## src/rtl/ysyx22041405_mem_stage_pkg.sv

```systemverilog
// ysyx22041405_mem_stage_pkg: shared encodings and bundle widths for the MEM stage.
package ysyx22041405_mem_stage_pkg;
    localparam logic [1:0] MEM_SIZE_B = 2'd0;
    localparam logic [1:0] MEM_SIZE_H = 2'd1;
    localparam logic [1:0] MEM_SIZE_W = 2'd2;
    // EX/MEM: addr, wdata, mem_rd, mem_wr, size, unsigned, rd, we
    localparam int EX_MEM_W = 32 + 32 + 1 + 1 + 2 + 1 + 5 + 1;
    // MEM/WB: wdata, waddr, we, misalign
    localparam int MEM_WB_W = 32 + 5 + 1 + 1;
    typedef enum logic [1:0] {
        ST_IDLE = 2'd0,
        ST_REQ  = 2'd1,
        ST_RESP = 2'd2
    } state_t;
endpackage

```

## src/rtl/ysyx22041405_load_align.sv

```systemverilog
// ysyx22041405_load_align: selects the addressed byte/half of a raw read word and extends it.
module ysyx22041405_load_align
    import ysyx22041405_mem_stage_pkg::*;
#(
    parameter int WIDTH = 32
) (
    input  logic [WIDTH-1:0] i_rdata,
    input  logic [1:0]       i_addr_lo,
    input  logic [1:0]       i_size,
    input  logic             i_unsigned,
    output logic [WIDTH-1:0] o_data
);
    logic [7:0]  w_b;
    logic [15:0] w_h;
    assign w_b = i_rdata[{i_addr_lo, 3'b000} +: 8];
    assign w_h = i_rdata[{i_addr_lo[1], 4'b0000} +: 16];
    assign o_data = (i_size == MEM_SIZE_B) ? {{(WIDTH-8){~i_unsigned & w_b[7]}}, w_b} :
                    (i_size == MEM_SIZE_H) ? {{(WIDTH-16){~i_unsigned & w_h[15]}}, w_h} :
                    i_rdata;
endmodule

```

## src/rtl/ysyx22041405_mem_stage.sv

```systemverilog
// ysyx22041405_mem_stage: MEM stage with valid/ready data-memory bus and one-entry WB register.
// Optional MEM_MISALIGN_CHK_EN flags misaligned half/word accesses instead of issuing them.
module ysyx22041405_mem_stage
    import ysyx22041405_mem_stage_pkg::*;
#(
    parameter int WIDTH = 32
) (
    input  logic             clk,
    input  logic             rst,
    input  logic             in_valid,
    output logic             in_ready,
    input  logic [WIDTH-1:0] in_addr,
    input  logic [WIDTH-1:0] in_wdata,
    input  logic             in_mem_rd,
    input  logic             in_mem_wr,
    input  logic [1:0]       in_size,
    input  logic             in_unsigned,
    input  logic [4:0]       in_rf_waddr,
    input  logic             in_rf_we,
    output logic             dm_req_valid,
    input  logic             dm_req_ready,
    output logic             dm_req_we,
    output logic [WIDTH-1:0] dm_req_addr,
    output logic [WIDTH-1:0] dm_req_wdata,
    output logic [3:0]       dm_req_wstrb,
    input  logic             dm_resp_valid,
    input  logic [WIDTH-1:0] dm_resp_rdata,
    output logic             out_valid,
    input  logic             out_ready,
    output logic [WIDTH-1:0] out_rf_wdata,
    output logic [4:0]       out_rf_waddr,
    output logic             out_rf_we,
    output logic             out_misalign
);
    state_t           r_state, w_state_nxt;
    logic [WIDTH-1:0] r_req_addr, r_req_wdata, r_out_wdata, w_load;
    logic [3:0]       r_req_wstrb;
    logic [1:0]       r_lo, r_size;
    logic [4:0]       r_rd, r_out_waddr;
    logic             r_req_we, r_uns, r_rf_we;
    logic             r_out_valid, r_out_we, r_out_mis;
    logic             w_mem, w_mis, w_accept, w_issue, w_direct, w_resp;

    assign w_mem = in_mem_rd | in_mem_wr;
`ifdef MEM_MISALIGN_CHK_EN
    assign w_mis = w_mem && ((in_size == MEM_SIZE_H && in_addr[0]) ||
                             (in_size[1] && in_addr[1:0] != 2'b00));
`else
    assign w_mis = 1'b0;
`endif
    assign in_ready = (r_state == ST_IDLE) && (!r_out_valid || out_ready);
    assign w_accept = in_valid && in_ready;
    assign w_issue  = w_accept && w_mem && !w_mis;
    // non-mem and flagged-misaligned ops bypass the bus and complete in one cycle
    assign w_direct = w_accept && !w_issue;
    assign w_resp   = (r_state == ST_RESP) && dm_resp_valid;

    always_comb begin
        w_state_nxt = r_state;
        case (r_state)
            ST_IDLE: w_state_nxt = w_issue ? ST_REQ : ST_IDLE;
            ST_REQ:  w_state_nxt = dm_req_ready ? ST_RESP : ST_REQ;
            ST_RESP: w_state_nxt = dm_resp_valid ? ST_IDLE : ST_RESP;
            default: w_state_nxt = ST_IDLE;
        endcase
    end

    always_ff @(posedge clk or negedge rst) begin
        if (!rst) r_state <= ST_IDLE;
        else      r_state <= w_state_nxt;
    end

    always_ff @(posedge clk or negedge rst) begin
        if (!rst) begin
            r_req_addr  <= '0;
            r_req_wdata <= '0;
            r_req_wstrb <= '0;
            r_req_we    <= 1'b0;
            r_lo        <= '0;
            r_size      <= '0;
            r_uns       <= 1'b0;
            r_rd        <= '0;
            r_rf_we     <= 1'b0;
        end else if (w_issue) begin
            r_req_addr  <= {in_addr[WIDTH-1:2], 2'b00};
            r_req_wdata <= (in_size == MEM_SIZE_B) ? {4{in_wdata[7:0]}} :
                           (in_size == MEM_SIZE_H) ? {2{in_wdata[15:0]}} : in_wdata;
            r_req_wstrb <= (in_size == MEM_SIZE_B) ? 4'b0001 << in_addr[1:0] :
                           (in_size == MEM_SIZE_H) ? 4'b0011 << {in_addr[1], 1'b0} : 4'b1111;
            r_req_we    <= in_mem_wr;
            r_lo        <= in_addr[1:0];
            r_size      <= in_size;
            r_uns       <= in_unsigned;
            r_rd        <= in_rf_waddr;
            r_rf_we     <= in_rf_we && in_mem_rd;
        end
    end

    ysyx22041405_load_align #(.WIDTH(WIDTH)) u_load_align (
        .i_rdata    (dm_resp_rdata),
        .i_addr_lo  (r_lo),
        .i_size     (r_size),
        .i_unsigned (r_uns),
        .o_data     (w_load)
    );

    always_ff @(posedge clk or negedge rst) begin
        if (!rst) begin
            r_out_valid <= 1'b0;
            r_out_wdata <= '0;
            r_out_waddr <= '0;
            r_out_we    <= 1'b0;
            r_out_mis   <= 1'b0;
        end else if (w_direct) begin
            r_out_valid <= 1'b1;
            r_out_wdata <= in_addr;
            r_out_waddr <= in_rf_waddr;
            r_out_we    <= in_rf_we && !w_mis;
            r_out_mis   <= w_mis;
        end else if (w_resp) begin
            r_out_valid <= 1'b1;
            r_out_wdata <= w_load;
            r_out_waddr <= r_rd;
            r_out_we    <= r_rf_we;
            r_out_mis   <= 1'b0;
        end else if (r_out_valid && out_ready) begin
            r_out_valid <= 1'b0;
            r_out_wdata <= '0;
            r_out_waddr <= '0;
            r_out_we    <= 1'b0;
            r_out_mis   <= 1'b0;
        end
    end

    assign dm_req_valid = (r_state == ST_REQ);
    assign dm_req_we    = r_req_we;
    assign dm_req_addr  = r_req_addr;
    assign dm_req_wdata = r_req_wdata;
    assign dm_req_wstrb = r_req_wstrb;
    assign out_valid    = r_out_valid;
    assign out_rf_wdata = r_out_wdata;
    assign out_rf_waddr = r_out_waddr;
    assign out_rf_we    = r_out_we;
    assign out_misalign = r_out_mis;
endmodule
```

## config.mk

```make
export PLATFORM = sky130hd
export DESIGN_NAME = ysyx22041405_mem_stage
export DESIGN_NICKNAME = d
export VERILOG_FILES = /design/src/rtl/ysyx22041405_mem_stage_pkg.sv /design/src/rtl/ysyx22041405_load_align.sv /design/src/rtl/ysyx22041405_mem_stage.sv
export SDC_FILE = /design/constraint.sdc
export NUM_CORES = 1
export LEC_CHECK = 0
export CAP_MARGIN = 10
export CORE_AREA = 2 2 116 118
export DETAILED_ROUTE_END_ITERATION = 10
export DIE_AREA = 0 0 118 120
export PLACE_DENSITY = 0.87
export SLEW_MARGIN = 20
export SYNTH_ARGS = -nofsm -noshare
export SYNTH_HDL_FRONTEND = slang
export SYNTH_HIERARCHICAL = 1
export SYNTH_SLANG_ARGS = --single-unit
```

## constraint.sdc

```tcl
create_clock -name clk -period 2.75 [get_ports clk]
set_input_delay 0.6875 -clock clk [delete_from_list [all_inputs] [get_ports clk]]
set_output_delay 0.6875 -clock clk [all_outputs]
set_load 0.03 [all_outputs]
```

==> results_dict.tcl <==
set metrics [dict create \
    status "finished clean" \
    rsz0062_at_grt "false" \
    cp_top_family "buffers and inverters" \
    cellPowerDensity_nw_per_um2 1250 \
    grt_pass1_vias 5387 \
    highest_layer "met4" \
    tns_ps 0 \
    post-place-ws_ps 42.1 \
    critPathMaxFanout 6 \
    timing.fmax_mhz 409 \
    start_util_pct 46.7 \
    dieArea_um2 14200 \
    postCtsSetupBuffers 0 \
    io_buffer_count 220 \
    die_h_um 120 \
    place_hpwl_um 13200 \
    cellLeakagePower_nw 4.12 \
    reg2reg_to "out_rf_wdata[18]" \
    n_antenna_cell 0 \
    grt_pass1_wl_um 29100 \
    cap_violations 0 \
    critPathBufInv 1 \
    met3_length_um 1800 \
    h-tree-depth 4 \
    slowest_delay_ps 730 \
    synthDistinctLibCells 38 \
    crit_chain "nor2b_1 -> clkdlybuf4s50_1" \
    path_clk_slew_ps 50 \
    ant_nets 0 \
    core-area_um2 13000 \
    first_pass_iters 7 \
    grt_max_degree 120 \
    cts_tree "yes" \
    area_growth_pct 49.3 \
    cts_root_buf "clkbuf_16" \
    rrSetupSlack_ps 490 \
    wirelength_um 18400 \
    layout-drive-gt1-share_pct 15.3 \
    multi_input_area_um2 2830 \
    path_class "flop to primary output" \
    cp.required_ps 2060 \
    slew-limit-headroom_pct 57.1 \
    cts_hold_buf 0 \
    cp-start-kind "flop" \
    final_nets 858 \
    fillers 918 \
    row_count 42 \
    fin_ws_ps 307 \
    finalMaxSlewViolations 0 \
    m1WireLength_um 7020 \
    insertion_delay_ps 410 \
    track_usage_pct 26.5 \
    drtIter0Drc 522 \
    antenna_found_initial 0 \
    synth-seq-cells 119 \
    finalCritPeriodShare_pct 88.8 \
    vias 5327 \
    wl_met2_um 8870 \
    end_kind "primary output" \
    setup_violations 0 \
    syn_area_per_cell_um2 11.3 \
    critPathLaunch "r_state[0]" \
    yosysWarnings 6 \
    ys_async_sr_fraction_pct 100 \
    syn_area_um2 6060 \
    drc 0 \
    cts.sinks 119 \
    clockBufferDepth 2 \
    hp-class "input port to async pin" \
    worstPathArrival_ps 1760 \
    synth-edff-count 0 \
    finalCriticalPeriod_ps 2440 \
    cp_slowest_cell "clkdlybuf4s50_1" \
    worstMarginPinSlew_ps 643 \
    synth-seq-area-share_pct 49.1 \
    cts_made_buffers 17 \
    boundaryPins 224 \
    hold_viol 0 \
    fin_skew_ps 9.20 \
    seq_area_um2 2980 \
    max-vdd-ir-drop_mv 0.735 \
    globalplace.congestion 0.882 \
    synth_ff_type "dfrtp_1" \
    r2r_start "r_lo[0]" \
    wl_per_cell_um 19.7 \
    synth_cells 535 \
    worstRegToRegCells 5 \
    grt_overflow_total 0 \
    cts_resized 0 \
    fp.dieW_um 118 \
    drt-vias-per-instance 5.71 \
]
[worst reg2reg max path: stages (launching register included)]
cell and delay [ps]:
dfrtp_1 610, mux4_2 620, nand3_4 340, o21ai_0 190
a22o_1 240, a21o_1 150
[worst max path at each step]
stage	end	slack (ps)	cells after the start
finish	dm_req_valid	310	2
detailed placement	out_rf_wdata[18]	40	6
global route	dm_req_valid	220	2
CTS	dm_req_valid	280	2
global placement	out_rf_wdata[16]	140	6
floorplan	in_ready	690	2
[cell usage in the layout, fill, tap and decap left out, types with 2 or more instances in the layout]
cell	count
clkdlybuf4s50_1	218
dfrtp_1	119
mux2_2	48
o21ai_0	41
nand2_1	40
a22o_1	39
a21o_1	38
nor2b_1	33
mux2i_1	24
nor2_1	19
clkbuf_16	17
a21oi_1	13
buf_4	13
o21ai_2	12
nand3_1	9
and3b_1	8
o22ai_1	7
mux4_1	7
a211oi_1	7
clkbuf_8	6
nand2b_1	5
buf_12	5
inv_1	3
conb_1	3
bufinv_16	3
or2_2	2
clkinv_2	2
clkinvlp_4	2
[per-stage QoR]
stage,utilization [%],power (mW),hold slack (ps),instance area (µm²),std cells
after floorplan,-,6.66,392,6070,537
after global placement,64.9,8.77,458,8420,902
after global routing,69.7,11.8,419,9050,933
after detailed placement,64.9,8.96,464,8420,902
final,69.7,11.3,369,9050,933
after CTS,69.7,11.3,394,9050,933
[registers in the layout (all words and copies together) (netlist names), 2 cells and up]
| name | cells |
|---|---|
| dm_req_wdata | 32 |
| dm_req_wstrb | 4 |
| r_size | 2 |
| dm_req_addr | 30 |
| out_rf_wdata | 32 |
| r_rd | 5 |
| r_state | 2 |
| r_lo | 2 |
| out_rf_waddr | 5 |
[cells in the mapped netlist (all sizes together), types with 10 or more instances]
library cell	n	area (µm²)
nand2	40	150
dfrtp	119	2980
mux2	48	541
clkbuf	21	81.3
nand3	10	62.6
mux2i	24	240
nor2	20	75.1
buf	26	198
a21oi	13	65.1
o21ai	53	310
a22o	39	342
a21o	38	285
nor2b	33	206
[per-layer routing]
metal,track usage [%],up-vias
li1,-,2370
met1,31.4,2600
met2,43.4,305
met3,9.22,52
met4,12.5,0
met5,0,-
[final cells by class]
| class | count | share of cell area, % |
|---|---|---|
| clock inverter | 7 | 1.27 |
| inverter | 3 | 0.124 |
| tap | 176 | 2.43 |
| multi-input combinational | 368 | 31.3 |
| timing repair buffer | 236 | 26.3 |
| sequential | 119 | 32.9 |
| clock buffer | 24 | 5.66 |
[power by group]
group	switching (mW)	total, mW	internal [mW]	leakage (nW)
registers	0.568	3.14	2.58	1.47
clock network	0.760	2.32	1.56	0.304
logic	3.21	5.84	2.63	2.35
total	4.53	11.3	6.77	4.12
[cells by family (layout without fill, tap and decap cells)]
family          after synthesis  in the layout  synth area share [%]
buf+inv                      50            270                  4.79
flops                       119            119                  49.1
simple gates                122            122                  10.5
mux                          80             80                  16.3
other cells                   1              3                0.0619
compound gates              163            163                  19.3
Power figures use the tool's default switching activity.
